### src/rtl/serial_tx_arbiter.sv
// Round-robin arbiter sharing one serial link sender among N_REQ requesters.
// The winner's packet/padding are registered onto the sender inputs and the
// enable/ack handshake is held until acknowledged; a watchdog aborts
// transfers that never see an ack.
module serial_tx_arbiter #(
    parameter int N_REQ    = 4,
    parameter int PACKET_W = 42,
    parameter int PAD_W    = 4,
    parameter int TIMEOUT  = 1024
) (
    input  logic                      clk,
    input  logic                      rst,
    input  logic [N_REQ-1:0]          req,
    input  logic [N_REQ*PACKET_W-1:0] req_packet,
    input  logic [N_REQ*PAD_W-1:0]    req_padding,
    output logic [N_REQ-1:0]          req_done,
    output logic [N_REQ-1:0]          req_err,
    output logic [N_REQ-1:0]          grant,
    output logic                      sender_enable,
    output logic [PACKET_W-1:0]       sender_packet,
    output logic [PAD_W-1:0]          sender_padding,
    input  logic                      sender_ack,
    output logic                      busy
);

    localparam int IDX_W = (N_REQ > 1) ? $clog2(N_REQ) : 1;
    // Counter only needs to reach TIMEOUT-1.
    localparam int CNT_W = (TIMEOUT > 1) ? $clog2(TIMEOUT) : 1;

    typedef enum logic [1:0] {
        ST_IDLE = 2'd0,
        ST_SEND = 2'd1,
        ST_GAP  = 2'd2
    } state_t;

    state_t              state_q, state_d;
    logic [N_REQ-1:0]    grant_q, grant_d;
    logic [N_REQ-1:0]    done_q, done_d;
    logic [N_REQ-1:0]    err_q, err_d;
    logic                enable_q, enable_d;
    logic [PACKET_W-1:0] packet_q, packet_d;
    logic [PAD_W-1:0]    padding_q, padding_d;
    logic [IDX_W-1:0]    ptr_q, ptr_d;
    logic [CNT_W-1:0]    cnt_q, cnt_d;

    logic [PACKET_W-1:0] pkt_slice [N_REQ];
    logic [PAD_W-1:0]    pad_slice [N_REQ];
    logic                win_found;
    logic [IDX_W-1:0]    win_idx;
    logic [IDX_W:0]      cand_sum;
    logic [IDX_W-1:0]    cand_idx;

    // Unpack the flattened per-requester data buses.
    genvar gi;
    generate
        for (gi = 0; gi < N_REQ; gi++) begin : g_slice
            assign pkt_slice[gi] = req_packet[gi*PACKET_W +: PACKET_W];
            assign pad_slice[gi] = req_padding[gi*PAD_W +: PAD_W];
        end
    endgenerate

    // Round-robin pick: first requester found scanning from ptr+1 with wrap.
    always_comb begin
        win_found = 1'b0;
        win_idx   = '0;
        cand_sum  = '0;
        cand_idx  = '0;
        for (int k = 0; k < N_REQ; k++) begin
            cand_sum = {1'b0, ptr_q} + (IDX_W+1)'(k + 1);
            if (cand_sum >= (IDX_W+1)'(N_REQ)) begin
                cand_sum = cand_sum - (IDX_W+1)'(N_REQ);
            end
            cand_idx = cand_sum[IDX_W-1:0];
            if (!win_found && req[cand_idx]) begin
                win_found = 1'b1;
                win_idx   = cand_idx;
            end
        end
    end

    // Next-state logic for the IDLE/SEND/GAP handshake controller.
    always_comb begin
        state_d   = state_q;
        grant_d   = grant_q;
        done_d    = '0;
        err_d     = '0;
        enable_d  = enable_q;
        packet_d  = packet_q;
        padding_d = padding_q;
        ptr_d     = ptr_q;
        cnt_d     = cnt_q;
        case (state_q)
            ST_IDLE: begin
                if (win_found) begin
                    grant_d          = '0;
                    grant_d[win_idx] = 1'b1;
                    packet_d         = pkt_slice[win_idx];
                    padding_d        = pad_slice[win_idx];
                    enable_d         = 1'b1;
                    ptr_d            = win_idx;
                    cnt_d            = '0;
                    state_d          = ST_SEND;
                end
            end
            ST_SEND: begin
                // Ack has priority over a simultaneous watchdog expiry.
                if (sender_ack) begin
                    enable_d = 1'b0;
                    grant_d  = '0;
                    done_d   = grant_q;
                    state_d  = ST_GAP;
                end else if (TIMEOUT > 0 && cnt_q == CNT_W'(TIMEOUT - 1)) begin
                    enable_d = 1'b0;
                    grant_d  = '0;
                    err_d    = grant_q;
                    state_d  = ST_GAP;
                end else begin
                    cnt_d = cnt_q + 1'b1;
                end
            end
            ST_GAP: begin
                state_d = ST_IDLE;
            end
            default: begin
                state_d = ST_IDLE;
            end
        endcase
    end

    // State and output registers; pointer resets so requester 0 wins first.
    always_ff @(posedge clk) begin
        if (rst) begin
            state_q   <= ST_IDLE;
            grant_q   <= '0;
            done_q    <= '0;
            err_q     <= '0;
            enable_q  <= 1'b0;
            packet_q  <= '0;
            padding_q <= '0;
            ptr_q     <= IDX_W'(N_REQ - 1);
            cnt_q     <= '0;
        end else begin
            state_q   <= state_d;
            grant_q   <= grant_d;
            done_q    <= done_d;
            err_q     <= err_d;
            enable_q  <= enable_d;
            packet_q  <= packet_d;
            padding_q <= padding_d;
            ptr_q     <= ptr_d;
            cnt_q     <= cnt_d;
        end
    end

    assign grant          = grant_q;
    assign req_done       = done_q;
    assign req_err        = err_q;
    assign sender_enable  = enable_q;
    assign sender_packet  = packet_q;
    assign sender_padding = padding_q;
    assign busy           = (state_q != ST_IDLE);

endmodule

### config.mk
export PLATFORM = sky130hd
export DESIGN_NAME = serial_tx_arbiter
export DESIGN_NICKNAME = d
export VERILOG_FILES = /design/src/rtl/serial_tx_arbiter.sv
export SDC_FILE = /design/constraint.sdc
export NUM_CORES = 1
export LEC_CHECK = 0
export ABC_AREA = 1
export BUFFER_PORTS_ARGS = -buffer_cell sky130_fd_sc_hd__buf_4
export CORE_ASPECT_RATIO = 0.8
export CORE_MARGIN = 10
export CORE_UTILIZATION = 48
export CTS_BUF_LIST = sky130_fd_sc_hd__clkbuf_16
export CTS_CLUSTER_SIZE = 10
export DETAILED_ROUTE_END_ITERATION = 6
export GPL_ROUTABILITY_DRIVEN = 0
export PLACE_DENSITY_LB_ADDON = 0.15
export SYNTH_ARGS = -nofsm -noshare
export SYNTH_HDL_FRONTEND = slang
export SYNTH_SLANG_ARGS = --single-unit
### constraint.sdc
create_clock -name clk -period 5.3 [get_ports clk]
set_input_delay 0.265 -clock clk [delete_from_list [all_inputs] [get_ports clk]]
set_output_delay 0.265 -clock clk [all_outputs]
set_load 0.1 [all_outputs]
# Yosys cells after proc, flatten, opt, wreduce, memory -nomap -nowiden
# Cells that the tools add are included.
# totals
register_bits	73
latch_bits	0
mem_bits_rw	0
rom_bits	0
inputBits	191
out_inout_bits	60
wordCells	99
mem_count	0
# op_classes
add_sub_neg	9
mul	0
div_mod_pow	0
order_cmp	11
eq_ne	6
shift	0
mux	44
n_bitwise	4
n_reduce_logical	16
# ops
cell	n
42-bit binary-select mux with 2-bit select	1
42-bit 2-to-1 mux	2
10-bit 2-to-1 mux	3
2-bit 2-to-1 mux	11
4-bit 2-to-1 mux	5
10-bit one-hot mux with 2 select lines	1
3-bit >= comparator (second input constant)	5
2-bit by 3-bit less-than comparator with 1-bit output (second input constant)	5
1-bit 2-to-1 mux	12
10-bit by 1-bit adder with 10-bit output (second input constant)	1
10-bit == test (second input constant)	1
1-bit binary-select mux with 2-bit select	4
4-bit binary-select mux with 2-bit select	1
4-bit one-hot mux with 2 select lines	1
2-bit by 1-bit subtractor with 2-bit output (second input constant)	4
2-bit by 2-bit adder with 3-bit output (second input constant)	2
2-bit inequality test (second input constant)	3
1-bit logical AND	4
2-bit one-hot mux with 2 select lines	1
2-bit AND reduction	2
4-bit AND reduction	1
2-bit nonzero test	2
4-bit OR reduction	1
2-bit by 1-bit adder with 3-bit output (second input constant)	1
12 further kinds	16

# Logic depth before layout (Yosys ltp)
# Gate-level depths: netlist of the first run.
# depth
depth_word	21
mapped_depth	18
ltp_nobuf	15

# Least setup slack after synthesis of the first run
# No wires, ideal clock.
# synth_timing
kind	register to register
startpoint	register cnt_q[0]
endpoint	register cnt_q[3]
setup_time_ps	132
t_arrival_ps	1606
t_required_ps	5168
path_slack_ps	3563
stages_incl_launch_ff	10
n_path_buf	1
period_less_slack_ps	1737
path_cell_list	dfxtp_1 -> ha_1 -> nand2_1 -> nor3_1 -> nand2_1 -> o211ai_1 -> nand2_1 -> buf_2 -> a21oi_1 -> nor3_1
# synth_between
elab_chain_len	4
word_cells_on_any_way	7
cone_classes	1 x add/sub; 2 x eq/ne; 3 x mux; 1 x reduce/logical
# synth_lines
element	line_no	text
from (decl)	44	logic [CNT_W-1:0] cnt_q, cnt_d;
from (signal assigned)	151	cnt_q <= cnt_d;
10-bit by 1-bit adder with 10-bit output	118	cnt_d = cnt_q + 1'b1;
10-bit 2-to-1 mux	112	end else if (TIMEOUT > 0 && cnt_q == CNT_W'(TIMEOUT - 1)) begin
10-bit 2-to-1 mux	107	if (sender_ack) begin
10-bit one-hot mux with 2 select lines	92	case (state_q)
# Several ways; a longest one is shown, not always the timed one. The select of a mux whose other input is x is not followed.
# A chain may end at the register's enable or synchronous reset.

# Worst setup path after layout of the first run
# layout_timing
startpoint	register ptr_q[0]
endpoint	register packet_q[28] (netlist: sender_packet[28])
# layout_between
elab_chain_len	19
word_cells_on_any_way	43
cone_classes	8 x add/sub; 4 x order compare; 23 x mux; 1 x bitwise; 7 x reduce/logical
# layout_lines
element	line_no	text
from (decl)	43	logic [IDX_W-1:0] ptr_q, ptr_d;
from (signal assigned)	140	ptr_q <= IDX_W'(N_REQ - 1);
from (signal assigned)	150	ptr_q <= ptr_d;
2-bit by 1-bit adder with 3-bit output	69	cand_sum = {1'b0, ptr_q} + (IDX_W+1)'(k + 1);
3-bit >= comparator or 2-bit by 1-bit subtractor with 2-bit output (tied branches)	70, 71	
2-bit 2-to-1 mux	70	if (cand_sum >= (IDX_W+1)'(N_REQ)) begin
1-bit binary-select mux with 2-bit select	74	if (!win_found && req[cand_idx]) begin
1-bit 2-to-1 mux (implied by the code)	74	
1-bit 2-to-1 mux	74	
1-bit zero test	74	
1-bit logical AND	74	
[2 not listed]	--	
1-bit logical AND	74	
1-bit 2-to-1 mux	74	
1-bit zero test	74	
1-bit logical AND	74	
2-bit 2-to-1 mux	74	
2-bit inverter with 3-bit output (implied by the code)	97	packet_d = pkt_slice[win_idx];
42-bit binary-select mux with 2-bit select	97	
42-bit 2-to-1 mux (implied by the code) (2 in a row)	97	
to (signal assigned)	148	packet_q <= packet_d;
to (decl)	41	logic [PACKET_W-1:0] packet_q, packet_d;
# Several ways; a longest one is shown, not always the timed one. The select of a mux whose other input is x is not followed.

==> reports/results.ini, run 1 <==
[final_layout]
final_cell_mix = 508 x nand2_1, 253 x buf_4, 106 x nand3_1
area_growth_pct = 41.4
diodes = 0
finish.utilization_pct = 69.8
final_common_cell = nand2_1
fin_cells = 1195
fill_cells = 939
nets = 1246
layout-drive-gt1-share_pct = 27.1

[power]
vdd_drop_max_uv = 444
p_per_area_mw_per_mm2 = 680
leakage_nw = 3.88
finalPower_w = 0.00460

[clock_tree]
cts_hold_buf = 0
cts.sink_count = 73
path_clk_slew_ns = 0.07
clk-insertion-delay-late_ns = 0.33
ctsLongestPathBuffers = 2
htreeDepth = 3
cts_tree = yes
cts.repair.resized = 0
numCtsBuffers = 9
cts_setup_buffers = 0
cts-root-buf = clkbuf_16

[grt]
grt_pass1_wl_um = 27300
overflow = 0
antenna_found_initial = 0
grt_max_degree = 97
grt_pass1_vias = 5291
grtUsageTotal_pct = 22.9

[setup_path]
crit_top_cell = nand2_1
criticalPathCategory = register to register
cp_num_buf_inv = 2
arrival_ns = 2.89
startpoint_type = register
cp.required_ns = 5.57
crit_chain = inv_4 > nand2_1 > nand2_1 > nand2_1 > nand2_2 > nor2_4 > nand3_2 > nand2_2 > buf_4 > nand3_1 > nand2_1 > nand2_1 > nand2_1 > nand2_1 > nand2_1
slowest_stage = buf_4
path_max_fanout = 92
crit_family = simple AND/OR/NAND/NOR gates
cp_slowest_stage_delay_ns = 0.65
end_kind = register

[drt]
routed_wl_um = 17500
drt_iter0_drc = 396
drt_pass1_iterations = 5
postRouteAntennaNets = 0
num_vias = 5872
drcViolationCount = 0
detail_route.vias_per_cell = 4.91
wl_per_cell_um = 14.6

[floorplan]
die_width_um = 132
initial_core_util_pct = 49.4
dieArea_mm2 = 0.0144
placementRows = 32
core_mm2 = 0.00969
die_h_um = 109
ioPinCount = 251

[synthesis]
synth-simple-area-share_pct = 55.9
synth_compound_area_share_pct = 2.82
synth_fa_ha_area_share_pct = 0.261
seq_area_frac_synth_pct = 30.5
postSynthCellCount = 844
synthTopCellsByArea = nand2_1 40%, dfxtp_1 31%, nand3_1 11%
syn_area_mm2 = 0.00479
synth-seq-cells = 73
yosysWarnings = 0
synth.net_count = 1036
synth_top_cell_area_share_pct = 39.9
postSynthAreaPerCell_um2 = 5.67
synth_top_area_cell = nand2_1
synth_top_family_by_area = simple AND/OR/NAND/NOR gates
synthMuxAreaShare_pct = 0
ys_types = 31
synth-xor-area-share_pct = 0.549

[worst_hold_path]
hold_path_class = primary input to register

[sta]
finalHoldViolCount = 0
min_period_over_period_pct = 49.4
setup_viol = 0
tightest_slew_ns = 0.984
layout_min_cycle_time_ns = 2.62
tns_ns = 0
clock_skew_ns = 0.0120
timing.fmax_mhz = 382
rsz0062_at_grt = false
slew_violations = 0
max_slew_margin_pct = 34.4

[status]
outcome = completed

[job]
maxCapViolCount = 0

[place]
dp_hpwl_um = 12700
place_inst = 1179
portBuffers = 250

area by class of cell:
cell class | count | area, um2 | area share, %
repair buffers | 253 | 1900 | 28.1
inverters | 27 | 106 | 1.57
well taps | 136 | 170 | 2.51
flip-flops and latches | 73 | 1460 | 21.6
multi-input cells | 690 | 2860 | 42.2
clock buffers | 9 | 225 | 3.33
clock inverters | 7 | 47.5 | 0.703
worst register-to-register path: cells and delay by family (launching register included):
| family | cells | cell delay (ns) |
|---|---|---|
| buffers and inverters | 2 | 0.76 |
| and+or+nand+nor | 13 | 1.33 |
| DFF | 1 | 0.48 |
metrics by stage:
stage	instance area, um2	hold slack, ns	setup slack, ns
finish	6770	0.193	2.68
detailed placement	6490	0.440	2.75
CTS	6770	0.186	2.72
global route	6770	0.198	2.42
global placement	6490	0.436	2.78
floorplan	4790	0.425	3.56
kinds of logic after synthesis:
group / count (synthesis)
DFF: 73
and+or+nand+nor: 661
xor gates and xnor gates: 3
adders and majority gates: 1
buffers and inverters: 81
AOI/OAI and AO/OA: 25
power breakdown:
group / internal (W) / switching, W / total (W)
sequential: 0.000682 / 0.0000783 / 0.000760
combinational: 0.000863 / 0.00243 / 0.00329
clock: 0.000315 / 0.000237 / 0.000552
state kept, by name, summed over array words and instances, names as in the netlist:
register,cells
req_err,4
grant,4
req_done,4
state_q,2
ptr_q,2
sender_enable,1
cnt_q,10
sender_padding,4
sender_packet,42
synth_stat cells, drive strengths merged:
master / count
o21ai: 4
o211ai: 1
a22oi: 1
dfxtp: 73
o22ai: 1
nor3: 4
nand3: 107
nand4: 5
clkbuf: 6
nor2: 26
a21oi: 16
a31oi: 1
buf: 48
xor2: 3
o31ai: 1
clkinv: 1
ha: 1
nand2: 518
inv: 26
nand3b: 1
metal layers:
metal	wire length (um)	track usage [%]
met1	7180	27.8
met5	0	0
met4	401	7.92
met2	8130	37.1
met3	1790	8.61
final timing paths:
| kind | startpoint | to | slack [ns] | cells past startpoint |
|---|---|---|---|---|
| setup / recovery | ptr_q[0] | sender_packet[28] | 2.68 | 15 |
| hold / removal | rst | cnt_q[9] | 0.19 | 2 |
| setup reg to reg | ptr_q[0] | sender_packet[28] | 2.68 | 15 |
| hold reg to reg | sender_packet[11] | sender_packet[11] | 0.45 | 2 |
No activity file was read; power rests on OpenSTA's default activity.
==> run 2: changes to the inputs <==
--- a/config.mk
+++ b/config.mk
@@ -9,7 +9,7 @@
 export BUFFER_PORTS_ARGS = -buffer_cell sky130_fd_sc_hd__buf_4
 export CORE_ASPECT_RATIO = 0.8
 export CORE_MARGIN = 10
-export CORE_UTILIZATION = 48
+export CORE_UTILIZATION = 42
 export CTS_BUF_LIST = sky130_fd_sc_hd__clkbuf_16
 export CTS_CLUSTER_SIZE = 10
 export DETAILED_ROUTE_END_ITERATION = 6
==> constraint.sdc (replaced) <==
create_clock -name clk -period 2.3 [get_ports clk]
set_input_delay 0.115 -clock clk [delete_from_list [all_inputs] [get_ports clk]]
set_output_delay 0.115 -clock clk [all_outputs]
set_load 0.1 [all_outputs]
==> run 2 against run 1 <==
  * Sequential power up 130%
  * Sequential share of layout area down 0.64 points
  * Critical path depth up 1
  * Clock-buffer cell count unchanged
  * Via count down 1.4%
  * Highest routed layer unchanged
==> reports/results.ini, run 2 (same netlist as run 1, synthesis figures left out) <==
[status]
outcome = completed

[sta]
timing.fmax_mhz = 495
rsz0062_at_grt = false
min_period_over_period_pct = 87.8
finalHoldViolCount = 0
slew_violations = 0
clock_skew_ns = 0.00742
tightest_slew_ns = 0.431
tns_ns = 0
layout_min_cycle_time_ns = 2.02
setup_viol = 0
max_slew_margin_pct = 71.3

[setup_path]
reg2reg_slack_ns = 0.28
startpoint_type = register
cp.required_ns = 2.53
criticalPathCategory = register to register
end_kind = register
path_max_fanout = 44
arrival_ns = 2.25

[drt]
drt_iter0_drc = 272
num_vias = 5789
drt_pass1_iterations = 4
detail_route.vias_per_cell = 4.76
postRouteAntennaNets = 0
drcViolationCount = 0
wl_per_cell_um = 14.4
routed_wl_um = 17500

[final_layout]
fin_cells = 1215
nets = 1258
layout-drive-gt1-share_pct = 28.2
area_growth_pct = 46.0
area.sequential_mm2 = 0.00146
largest_register_ffs = 42
final_cell_mix = 508 x nand2_1, 258 x buf_4, 106 x nand3_1
multi_input_area_mm2 = 0.00287
fill_cells = 1089
final_common_cell = nand2_1
diodes = 0

[grt]
grt_pass1_wl_um = 27800
overflow = 0
antenna_found_initial = 0
grtUsageTotal_pct = 20.6
grt_pass1_vias = 5619
grt_max_degree = 51

[clock_tree]
ctsLongestPathBuffers = 2
clk-insertion-delay-late_ns = 0.33
cts-root-buf = clkbuf_16
path_clk_slew_ns = 0.06
cts_setup_buffers = 0
cts_tree = yes
htreeDepth = 3
cts_hold_buf = 0
cts.sink_count = 73
numCtsBuffers = 9

[floorplan]
die_h_um = 115
die_width_um = 139
core_mm2 = 0.0110
dieArea_mm2 = 0.0161
ioPinCount = 251
initial_core_util_pct = 43.4
placementRows = 34

[worst_hold_path]
hold_path_class = primary input to register

[power]
leakage_nw = 3.98
vdd_drop_max_uv = 891
p_per_area_mw_per_mm2 = 1600

[place]
place_inst = 1199
portBuffers = 250
dp_hpwl_um = 13500

[job]
maxCapViolCount = 0

==> run 2: area by class of cell <==
| type | count | area share, % |
|---|---|---|
| sequential | 73 | 20.9 |
| inverter | 27 | 1.52 |
| clock buffer | 9 | 3.22 |
| tap | 144 | 2.58 |
| timing repair buffer | 265 | 29.6 |
| clock inverter | 7 | 1.11 |
| multi-input combinational | 690 | 41.0 |
==> run 2: path summary, 6_finish.rpt <==
path | depth (start not counted) | to | from
worst min register to register | 2 | sender_packet[24] | sender_packet[24]
worst max register to register | 16 | sender_packet[34] | ptr_q[0]
worst min-delay path | 2 | grant[0] | rst
worst max-delay path | 16 | sender_packet[34] | ptr_q[0]
==> run 2: layer usage <==
metal | wire (um) | global-route usage (%)
met3 | 1690 | 9.16
met5 | 0 | 0
met2 | 8170 | 34.1
met4 | 208 | 4.65
met1 | 7470 | 24.3
==> run 2: power breakdown <==
part / switching [W] / internal (W) / leakage [nW] / total, W
Sequential: 0.000183 / 0.00157 / 0.597 / 0.00176
Clock: 0.000549 / 0.000848 / 0.146 / 0.00140
Combinational: 0.00568 / 0.00232 / 3.24 / 0.00800
Total: 0.00641 / 0.00475 / 3.98 / 0.0112
==> run 2: critical path, stage by stage, from the launching register on <==
cell and delay, ns:
dfxtp_2 0.41, inv_4 0.08, nand2_1 0.06, nand2_1 0.08
nand2_1 0.09, nand2_2 0.09, nor2_4 0.13, nand3_2 0.08
nand2_2 0.14, nand2_4 0.16, buf_12 0.22, nand2_1 0.07
nand2_1 0.05, nand2_1 0.06, nand2_1 0.07, nand2_1 0.06
nand2_1 0.04
==> run 2: stage by stage <==
stage	total power [W]	worst slack [ns]	hold WS (ns)	utilization (%)	instance area [um2]
after floorplan	0.00821	0.563	0.325	-	4790
after global placement	0.00977	0.205	0.376	60.5	6670
after detailed placement	0.00978	0.154	0.387	60.5	6670
after CTS	0.0112	0.128	0.0328	63.3	6970
after global routing	0.0122	0.0271	0.0469	63.4	6990
final	0.0112	0.281	0.0428	63.4	6990
==> run 2: what timing repair did <==
action | 4_1_cts | 5_1_grt
resized for setup | 0 | 5
endpoints found under the hold margin | 0 | 0
setup endpoints to repair | 0 | 50
==> run 3: changes to the inputs <==
--- a/config.mk
+++ b/config.mk
@@ -6,11 +6,12 @@
 export NUM_CORES = 1
 export LEC_CHECK = 0
 export ABC_AREA = 1
+export ABC_CLOCK_PERIOD_IN_PS = 2300
 export BUFFER_PORTS_ARGS = -buffer_cell sky130_fd_sc_hd__buf_4
 export CORE_ASPECT_RATIO = 0.8
 export CORE_MARGIN = 10
-export CORE_UTILIZATION = 42
-export CTS_BUF_LIST = sky130_fd_sc_hd__clkbuf_16
+export CORE_UTILIZATION = 43
+export CTS_BUF_LIST = sky130_fd_sc_hd__clkbuf_4 sky130_fd_sc_hd__clkbuf_8
 export CTS_CLUSTER_SIZE = 10
 export DETAILED_ROUTE_END_ITERATION = 6
 export GPL_ROUTABILITY_DRIVEN = 0
==> run 3 against run 2 <==
  * Die area shrank 2.0%
  * Via count shrank 0.76%
  * Global-route usage grew 0.15 points
  * Hold slack gained 0.082 ns
  * Clock-buffer cell count is the same
  * Clock skew grew 0.0014 ns
  * Clock power shrank 32%
  * Sequential power is essentially flat
  * Power shrank 5.1%
==> reports/results.ini, run 3 (same netlist as run 1, synthesis figures left out) <==
[status]
outcome = completed

[setup_path]
startpoint_type = register
cp.required_ns = 2.60
arrival_ns = 2.32
end_kind = register
path_max_fanout = 52
criticalPathCategory = register to register

[sta]
finalHoldViolCount = 0
clock_skew_ns = 0.00885
max_slew_margin_pct = 64.6
setup_viol = 0
layout_min_cycle_time_ns = 2.02
timing.fmax_mhz = 495
slew_violations = 0
min_period_over_period_pct = 87.8
rsz0062_at_grt = false
tightest_slew_ns = 0.531
tns_ns = 0

[place]
place_inst = 1196
dp_hpwl_um = 12900
place_area_mm2 = 0.00666
portBuffers = 250

[power]
leakage_nw = 3.91
finalPower_w = 0.0106
p_per_area_mw_per_mm2 = 1540
pwr-share-comb_pct = 74.4
p_sw_share_pct = 59.9
vdd_drop_max_uv = 1140
p_switching_w = 0.00635
cellInternalPower_w = 0.00424
p_seq_share_pct = 16.6
clkPwrFrac_pct = 9.0

[final_layout]
diodes = 0
final_common_cell = nand2_1
area.sequential_mm2 = 0.00146
fin_area_mm2 = 0.00687
final_cell_mix = 508 x nand2_1, 253 x buf_4, 106 x nand3_1
area_growth_pct = 43.4
finish.utilization_pct = 63.1
layout-drive-gt1-share_pct = 27.9
fill_cells = 1108
fin_cells = 1213
multi_input_area_mm2 = 0.00286
largest_register_ffs = 42
nets = 1256

[grt]
grtUsageTotal_pct = 20.8
overflow = 0
grt_pass1_wl_um = 26700
antenna_found_initial = 0
grt_pass1_vias = 5344
grt_max_degree = 60

[drt]
routed_wl_um = 17000
wl_per_cell_um = 14.1
detail_route.vias_per_cell = 4.74
num_vias = 5745
drt_iter0_drc = 339
postRouteAntennaNets = 0
drt_pass1_iterations = 5
drcViolationCount = 0

[job]
maxCapViolCount = 0

[floorplan]
core_mm2 = 0.0109
dieArea_mm2 = 0.0158
placementRows = 34
initial_core_util_pct = 44.0
die_h_um = 114
die_width_um = 138
ioPinCount = 251

[clock_tree]
cts-root-buf = clkbuf_8
cts_setup_buffers = 0
ctsLongestPathBuffers = 2
htreeDepth = 3
clk-insertion-delay-late_ns = 0.35
path_clk_slew_ns = 0.08
cts.sink_count = 73
cts_tree = yes
numCtsBuffers = 9

[worst_hold_path]
hold_path_class = primary input to register

## run 3: cell types whose count changed in the layout (fill, tap and decap cells not counted), moves of 2 or more
cell	before	now
buf_4	258	253
clkbuf_16	9	0
clkinvlp_4	1	3
clkinv_4	2	0
clkbuf_8	0	9
## run 3: power groups by stage
stage	combinational [W]	clock [W]	sequential, W
2_1_floorplan	0.00476	0	0.00345
3_3_place_gp	0.00790	0	0.00177
3_5_place_dp	0.00791	0	0.00178
4_1_cts	0.00793	0.000985	0.00175
5_1_grt	0.00880	0.00105	0.00179
6_report	0.00788	0.000951	0.00176
## run 3: layer usage
metal / vias up / part of all wire (%) / GRT usage, %
met5: - / 0 / 0
met2: 203 / 46 / 32.8
met3: 4 / 12 / 10.7
li1: 3065 / - / -
met1: 2473 / 41 / 25.1
met4: 0 / 0.38 / 3.33
## run 3: layout make-up
class                   instances  area share (%)
clock buffers                   9            1.80
flip-flops and latches         73            21.3
multi-input cells             690            41.6
inverters                      27            1.59
clock inverters                 7           0.875
repair buffers                263            30.2
well taps                     144            2.62
## run 3: metrics by stage
step	hold WS [ns]	setup WS (ns)
floorplan	0.325	0.563
global placement	0.386	0.103
detailed placement	0.385	0.0648
CTS	0.105	0.0334
global route	0.126	0.0518
finish	0.125	0.281
## run 3: critical path: stages, from the launching register on
cell and delay [ns]:
dfxtp_2 0.42, inv_4 0.09, nand2_1 0.06, nand2_1 0.08
nand2_1 0.08, nand2_1 0.09, a21oi_1 0.24, nand2_4 0.11
nand2_4 0.11, buf_12 0.23, nand2_1 0.08, nand2_1 0.10
nand2_1 0.06, nand2_1 0.08, nand2_1 0.05, nand2_1 0.06
## run 3: path summary, 6_finish.rpt
kind	startpoint	endpoint	slack, ns	cells after the start
hold reg to reg	cnt_q[4]	cnt_q[4]	0.45	2
setup / recovery	ptr_q[0]	sender_packet[24]	0.28	15
hold / removal	req_packet[98]	sender_packet[14]	0.12	7
setup reg to reg	ptr_q[0]	sender_packet[24]	0.28	15
## run 3: what timing repair did
item	in CTS	in global routing
endpoints found under the setup margin	0	52
resized for setup	0	6
hold buffers	1	0
endpoints found under the hold margin	2	0
